--- config.mk ---
export PLATFORM = sky130hd
export DESIGN_NAME = logic_cfg_writer
export DESIGN_NICKNAME = d
export VERILOG_FILES = /design/src/rtl/logic_cfg_writer.sv
export SDC_FILE = /design/constraint.sdc
export NUM_CORES = 1
export LEC_CHECK = 0
export CORE_MARGIN = 2
export CORE_UTILIZATION = 50
export DETAILED_ROUTE_END_ITERATION = 8
export DONT_BUFFER_PORTS = 1
export REMOVE_ABC_BUFFERS = 1
export SLEW_MARGIN = 10
export SYNTH_ARGS = -nofsm -noshare
export SYNTH_HDL_FRONTEND = slang
export SYNTH_SLANG_ARGS = --single-unit
--- constraint.sdc ---
create_clock -name QCK -period 13.1 [get_ports QCK]
set_clock_uncertainty 0.05 [all_clocks]
set_input_delay 2.62 -clock QCK [delete_from_list [all_inputs] [get_ports QCK]]
set_output_delay 2.62 -clock QCK [all_outputs]
set_load 0.05 [all_outputs]
--- src/rtl/logic_cfg_writer.sv ---
// Byte-serial configuration writer for a column of PP3 logic cells.
// Frames are checksum-validated and each cell's config word is committed atomically.
module logic_cfg_writer #(
  parameter int unsigned NCELLS   = 4,
  parameter int unsigned CFG_BITS = 16
) (
  input  logic                       QCK,
  input  logic                       QRT,
  input  logic [7:0]                 IDAT,
  input  logic                       IVLD,
  output logic                       IRDY,
  output logic [NCELLS*CFG_BITS-1:0] CFG,
  output logic                       UPD,
  output logic [7:0]                 UPD_IDX,
  output logic [NCELLS-1:0]          CELLS_OK,
  output logic                       ALL_OK,
  output logic                       ERR,
  output logic [7:0]                 ERR_CNT
);

  localparam int unsigned P    = CFG_BITS / 8;
  localparam int unsigned CntW = (P > 1) ? $clog2(P) : 1;
  localparam logic [CntW-1:0] LastCnt = CntW'(P - 1);
  localparam logic [7:0] Header = 8'hA5;

  typedef enum logic [2:0] {StIdle, StIndex, StPayload, StCheck, StCommit} state_e;

  state_e                     state_q, state_d;
  logic [CntW-1:0]            cnt_q, cnt_d;
  logic [7:0]                 idx_q, idx_d;
  logic [7:0]                 csum_q, csum_d;
  logic [CFG_BITS-1:0]        stage_q, stage_d;
  logic [NCELLS*CFG_BITS-1:0] cfg_q, cfg_d;
  logic                       upd_q, upd_d;
  logic [7:0]                 upd_idx_q, upd_idx_d;
  logic [NCELLS-1:0]          cells_ok_q, cells_ok_d;
  logic                       all_ok_q, all_ok_d;
  logic                       err_q, err_d;
  logic [7:0]                 err_cnt_q, err_cnt_d;
  logic                       irdy_q, irdy_d;
  logic                       accept;

  assign accept = IVLD && irdy_q;

  always_comb begin
    state_d    = state_q;
    cnt_d      = cnt_q;
    idx_d      = idx_q;
    csum_d     = csum_q;
    stage_d    = stage_q;
    cfg_d      = cfg_q;
    upd_d      = 1'b0;
    upd_idx_d  = upd_idx_q;
    cells_ok_d = cells_ok_q;
    err_d      = err_q;
    err_cnt_d  = err_cnt_q;

    unique case (state_q)
      StIdle: begin
        if (accept && IDAT == Header) begin
          state_d = StIndex;
          cnt_d   = '0;
        end
      end
      StIndex: begin
        if (accept) begin
          idx_d  = IDAT;
          csum_d = IDAT;
          cnt_d  = '0;
          if ({1'b0, IDAT} < 9'(NCELLS)) begin
            state_d = StPayload;
          end else begin
            state_d = StIdle;
            err_d   = 1'b1;
            if (err_cnt_q != 8'hFF) err_cnt_d = err_cnt_q + 8'd1;
          end
        end
      end
      StPayload: begin
        if (accept) begin
          for (int unsigned b = 0; b < P; b++) begin
            if (cnt_q == CntW'(b)) stage_d[b*8 +: 8] = IDAT;
          end
          csum_d = csum_q ^ IDAT;
          cnt_d  = cnt_q + 1'b1;
          if (cnt_q == LastCnt) state_d = StCheck;
        end
      end
      StCheck: begin
        if (accept) begin
          if (IDAT == csum_q) begin
            state_d = StCommit;
          end else begin
            state_d = StIdle;
            err_d   = 1'b1;
            if (err_cnt_q != 8'hFF) err_cnt_d = err_cnt_q + 8'd1;
          end
        end
      end
      StCommit: begin
        // Only the addressed slice is touched; other cells keep their words.
        for (int unsigned k = 0; k < NCELLS; k++) begin
          if (idx_q == 8'(k)) begin
            cfg_d[k*CFG_BITS +: CFG_BITS] = stage_q;
            cells_ok_d[k]                 = 1'b1;
          end
        end
        upd_d     = 1'b1;
        upd_idx_d = idx_q;
        state_d   = StIdle;
      end
      default: state_d = StIdle;
    endcase

    all_ok_d = &cells_ok_d;
    irdy_d   = (state_d != StCommit);
  end

  always_ff @(posedge QCK or posedge QRT) begin
    if (QRT) begin
      state_q    <= StIdle;
      cnt_q      <= '0;
      idx_q      <= '0;
      csum_q     <= '0;
      stage_q    <= '0;
      cfg_q      <= '0;
      upd_q      <= 1'b0;
      upd_idx_q  <= '0;
      cells_ok_q <= '0;
      all_ok_q   <= 1'b0;
      err_q      <= 1'b0;
      err_cnt_q  <= '0;
      irdy_q     <= 1'b1;
    end else begin
      state_q    <= state_d;
      cnt_q      <= cnt_d;
      idx_q      <= idx_d;
      csum_q     <= csum_d;
      stage_q    <= stage_d;
      cfg_q      <= cfg_d;
      upd_q      <= upd_d;
      upd_idx_q  <= upd_idx_d;
      cells_ok_q <= cells_ok_d;
      all_ok_q   <= all_ok_d;
      err_q      <= err_d;
      err_cnt_q  <= err_cnt_d;
      irdy_q     <= irdy_d;
    end
  end

  assign IRDY     = irdy_q;
  assign CFG      = cfg_q;
  assign UPD      = upd_q;
  assign UPD_IDX  = upd_idx_q;
  assign CELLS_OK = cells_ok_q;
  assign ALL_OK   = all_ok_q;
  assign ERR      = err_q;
  assign ERR_CNT  = err_cnt_q;

endmodule
### Yosys cells after proc, flatten, opt, wreduce, memory -nomap -nowiden

Cells that the tools add are included.
Widths: inputs -> output; s select.

| storage, ports and cells | value |
|---|---|
| output and inout bits | 88 |
| bits in writable memories | 0 |
| register bits | 124 |
| input bits | 11 |
| memories | 0 |
| bits in read-only memories | 0 |
| latch bits | 0 |
| logic and storage cells | 89 |

| operators by class | value |
|---|---|
| bitwise logic cells | 2 |
| eq/ne operators | 17 |
| $mul | 0 |
| divide/modulo/power cells | 0 |
| reductions and logical operators | 18 |
| shift operators | 0 |
| mux-type cells | 32 |
| order comparisons | 1 |
| add/sub/neg operators | 2 |

Operator list:

| kind | number |
|---|---|
| $mux 8 | 7 |
| $pmux 8 s2 | 2 |
| $mux 3 | 6 |
| $eq 8x2->1 const B | 2 |
| $mux 1 | 12 |
| $ne 2x2->1 const B | 6 |
| $pmux 3 s4 | 1 |
| $reduce_and 2->1 | 5 |
| $reduce_and 3->1 | 3 |
| $add 8x1->8 const B | 1 |
| $eq 8x1->1 const B | 1 |
| $eq 8x8->1 | 1 |
| $eq 8x8->1 const B | 1 |
| $logic_not 8->1 | 1 |
| $lt 8x3->1 const B | 1 |
| $ne 8x8->1 const B | 1 |
| $reduce_and 4->1 | 2 |
| $xor 8x8->8 | 1 |
| $eq 3x2->1 const B | 2 |
| $reduce_and 5->1 | 1 |
| $mux 4 | 1 |
| $reduce_bool 2->1 | 2 |
| $eq 3x1->1 const B | 1 |
| $eq 3x3->1 const B | 1 |
| other kinds (9) | 10 |

### Longest topological paths before layout

| depth | value |
|---|---|
| word-level depth | 5 |
| gate-level depth with buffers | 9 |
| depth with buffers taken out | 7 |

### Worst setup path after synthesis

No wires, ideal clock.

| timing path | value |
|---|---|
| kind | input -> register |
| start point | input IDAT[2] |
| end point | register err_cnt_q[1], in the netlist ERR_CNT[1] |
| required time | 12.925 ns |
| buffers on the path | 1 |
| setup time | 0.125 ns |
| arrival time | 3.848 ns |
| cell stages on the path | 6 |
| setup slack | 9.077 ns |
| cell sequence | clkbuf_1 > xnor2_1 > nand4_1 > o31a_1 > o21ai_0 > mux2_2 |

| on the way | value |
|---|---|
| word-level cells in the longest chain between the ends | 3 |
| elaborated cells on any way between the ends | 5 |
| those cells by class | order compare: 1; eq/ne: 3; reduce/logical: 1 |

RTL lines:

| what | RTL line | text |
|---|---|---|
| start, declared | 9 | `input logic [7:0] IDAT,` |
| $lt 8x3->1 or $eq 8x8->1 (tied branches) | 70, 91 |  |
| $ne 2x2->1 (no line) | -- |  |
| $reduce_and 5->1 (no line) * | -- |  |
| end signal, assigned | 146 | `err_cnt_q <= err_cnt_d;` |
| end, declared | 39 | `logic [7:0] err_cnt_q, err_cnt_d;` |

Mark *: on every way between the ends. The rest lies on a longest branch, timed or not.
A chain may end at the register's enable or synchronous reset.

### Final worst setup path

| timing path | value |
|---|---|
| start point | register err_cnt_q[7], in the netlist ERR_CNT[7] |
| end point | output ERR_CNT[7] |

RTL lines:

| what | RTL line | text |
|---|---|---|
| end, declared | 18 | `output logic [7:0] ERR_CNT` |

No word-level cell between the ends.

==> results.txt <==
----------------------------------------------------
[Synth]
  Ys flop type ... sky130_fd_sc_hd__dfrtp_1
  Register area share after synthesis ... 60.38%
  Cell with the most instances after synthesis ... sky130_fd_sc_hd__dfrtp_1
  Top cells by area in the synthesized netlist ... sky130_fd_sc_hd__dfrtp_1 60%, sky130_fd_sc_hd__mux2_2 18%, sky130_fd_sc_hd__mux2_4 2.6%, sky130_fd_sc_hd__nand2_1 2.2%, sky130_fd_sc_hd__xnor2_1 2.0%
  Average footprint of a synthesized cell ... 13.46 um^2
  Synth cell count leaders ... 123 x sky130_fd_sc_hd__dfrtp_1, 81 x sky130_fd_sc_hd__mux2_2, 30 x sky130_fd_sc_hd__nand2_1
  Share of synthesized flip-flops with an asynchronous set or reset ... 100.0%
  Synth area leader ... sky130_fd_sc_hd__dfrtp_1
  Post-synth EDFFs ... 0
  Area of the mapped netlist ... 5141 um^2
  Top cell type's share of synthesized area ... around 60%
  Synth warnings ... 0
  Yosys cell types ... 40
  Cell count after synthesis ... 382
  Number of storage elements in the synthesis netlist ... 124

[Final layout]
  Design Area, Final ... 5809 um^2
  Layout area overhead ... 13.00%
  Share of cells above drive strength 1 ... 34.16%
  Number of diodes ... 0
  Final #Nets ... 400

[Worst setup path]
  Flop-to-flop setup slack ... around 10000 ps
  Crit Path Category ... flop to output port
  Startpoint Class ... flop
  Endpoint of the most critical setup path ... ERR_CNT[7]
  Worst r2r src ... state_q[0]$_DFF_PP0_
  Critical path required time ... 10430 ps
  Signal arrival time at the worst endpoint ... 1230 ps
  CP endpoint kind ... output port
  Crit path from ... ERR_CNT[7]$_DFFE_PP0P_
  Total number of cells along the worst setup path ... 0
  Reg-to-Reg End ... CFG[47]$_DFFE_PP0P_
  Logic depth of the worst register-to-register path ... 6
  Crit-path max FO ... 6

[Clock network]
  Clock input transition at the sequential cells of the worst setup and hold paths ... 50 ps
  Clock latency of the later-clocked register in the worst-skew pair ... slightly above 500 ps
  Deepest clock path buffer count ... 2
  Post-CTS sizing ... 0
  Sinks on the clock net ... 124
  Hold buffers post-CTS ... 0
  CTS HTree Levels ... 4
  CTS tree ... done
  TritonCTS buffer count ... 17
  Number of post-CTS setup repair buffers ... 0
  Cell at the root of the clock tree ... sky130_fd_sc_hd__clkbuf_8

[Timing]
  Final worst-path cycle share ... 29.77%
  Hold Violations, Final ... 0
  Number of pins exceeding their max-slew limit in the final report ... 0
  Measured slew at the worst slew-check pin ... 967.8 ps
  Sum Neg Setup Slack ... 0 ps
  Fin crit period ... 3900 ps
  RSZ-0062 raised after global routing ... no
  Maximum clock frequency ... 0.2564 GHz
  Final setup violation count ... 0
  Worst Setup Slack, final ... approximately 9200 ps
  Slew margin rel. ... between 30% and 40%

[Placement]
  Final weighted congestion of routability-driven global placement ... about 0.77
  Area after DPL ... 5221 um^2
  IO buf count ... 0
  Setup slack after placement ... roughly 9000 ps
  Hpwl dp ... 6.506 mm

[Die]
  Overall die width ... approximately 110 um
  Initial core utilization ... 50.71%
  Vertical die dimension ... 105.4 um
  Die outline area ... 11110 um^2
  Standard-cell rows ... 37
  Number of I/O pins ... 99
  Core area ... 10140 um^2

[Pwr]
  Leakage power total ... 2.886 nW
  VDD IR-drop max ... about 0.000069 V
  Power density over cell area ... 148.5 nW/um^2

[Global routing]
  Antenna violations before repair ... 0
  Aggregate global-route resource usage ... between 10% and 20%
  Pin count of the biggest net entering global routing ... 79
  Vias in the first global route ... about 3100
  Overflow left after global routing ... 0
  Wire length of the first global-routing pass ... roughly 17 mm

[Run status]
  Status ... completed

[Route]
  Number of remaining DRC errors ... 0
  Total vias in the final route ... slightly below 3000
  Wirelength per Cell ... 19.04 um
  Via-to-Cell Ratio ... ~5.5
  1st-iter DRT viols ... around 140
  Count of antenna-violating nets left after detailed routing ... 0
  Aggregate routed wire length ... 10.22 mm
  First-pass DRT Iterations ... 4

[Worst hold path]
  Worst hold stages ... 2
  Hold Crit Class ... flop to flop

[Flow run]
  Max cap viols ... 0

----------------------------------------------------
[cell usage in the layout, fill, tap and decap left out, drive strengths merged]
master and n:
dfrtp 123, mux2 90, nand2 34, nor2 25
clkbuf 23, a21oi 14, xnor2 12, a31oi 11
o22ai 8, nand3 8, inv 8, and3 6
clkinv 5, nor4 4, nand3b 3, nor3 3
nand4b 2, nand2b 2, or2 2, clkinvlp 2
bufinv 2, buf 2, dfstp 1, and3b 1
nand4 1, o31a 1, o21ai 1, nor3b 1
or4 1, a22oi 1, a211oi 1, nor2b 1
a311o 1, ha 1
[worst min-delay path by stage]
stage / start / end / slack [ps]
2_1_floorplan: state_q[2]$_DFF_PP0_ / state_q[1]$_DFF_PP0_ / 400
3_3_place_gp: idx_q[6]$_DFFE_PP0P_ / UPD_IDX[6]$_DFFE_PP0P_ / 430
3_5_place_dp: idx_q[6]$_DFFE_PP0P_ / UPD_IDX[6]$_DFFE_PP0P_ / 430
4_1_cts: idx_q[6]$_DFFE_PP0P_ / UPD_IDX[6]$_DFFE_PP0P_ / 440
5_1_grt: idx_q[5]$_DFFE_PP0P_ / UPD_IDX[5]$_DFFE_PP0P_ / 480
6_report: idx_q[5]$_DFFE_PP0P_ / UPD_IDX[5]$_DFFE_PP0P_ / 440
[metal layers]
layer | vias up | track usage, % | share of wire, %
met4 | 0 | 7.714 | 1.2
met5 | - | 0 | 0
met3 | 12 | 6.617 | 6.7
met1 | 1508 | 24.79 | 43
met2 | 84 | 30.78 | 49
li1 | 1369 | - | -
[state kept, by name, indices dropped and copies added, names as in the netlist]
signal    flops
state_q       3
IRDY          1
ERR           1
ERR_CNT       8
ALL_OK        1
csum_q        8
CFG          64
idx_q         8
CELLS_OK      4
UPD           1
stage_q      16
cnt_q         1
UPD_IDX       8
[per-stage QoR]
step	hold slack [ps]	util (%)	instances	total power (W)
floorplan	404.1	-	367	0.0004132
global placement	431.1	51.50	505	0.0004173
detailed placement	429.7	51.50	505	0.0004177
CTS	444.5	57.30	537	0.0008741
global route	481.4	57.30	537	0.0008934
finish	440.7	57.30	537	0.0008630
[logic make-up (layout without fill, tap and decap cells)]
| kind of cell | after synthesis | in the layout | synth area share [%] |
|---|---|---|---|
| simple gates | 94 | 94 | 9.759 |
| xor+xnor | 12 | 12 | 2.044 |
| buf+inv | 23 | 42 | 2.677 |
| mux | 90 | 90 | 20.37 |
| compound gates | 38 | 38 | 4.527 |
| flops | 124 | 124 | 60.38 |
| fa+ha+maj | 1 | 1 | 0.2433 |
[cell type report]
class                   instances  area (um^2)
well taps                     136        170.2
flip-flops and latches        124         3104
multi-input cells             235         1899
inverters                       8        32.53
clock buffers                  23        476.7
repair buffers                  2        15.01
clock inverters                 9        111.4
fillers                       861         4329
[where the power goes]
part | internal [W] | switching (W) | total (W)
clock network | 0.000291 | 0.000162 | 0.000452
registers | 0.000386 | 0.00000649 | 0.000393
logic | 0.00000530 | 0.0000124 | 0.0000177
total | 0.000682 | 0.000180 | 0.000863
(Power assumes the default switching activity.)
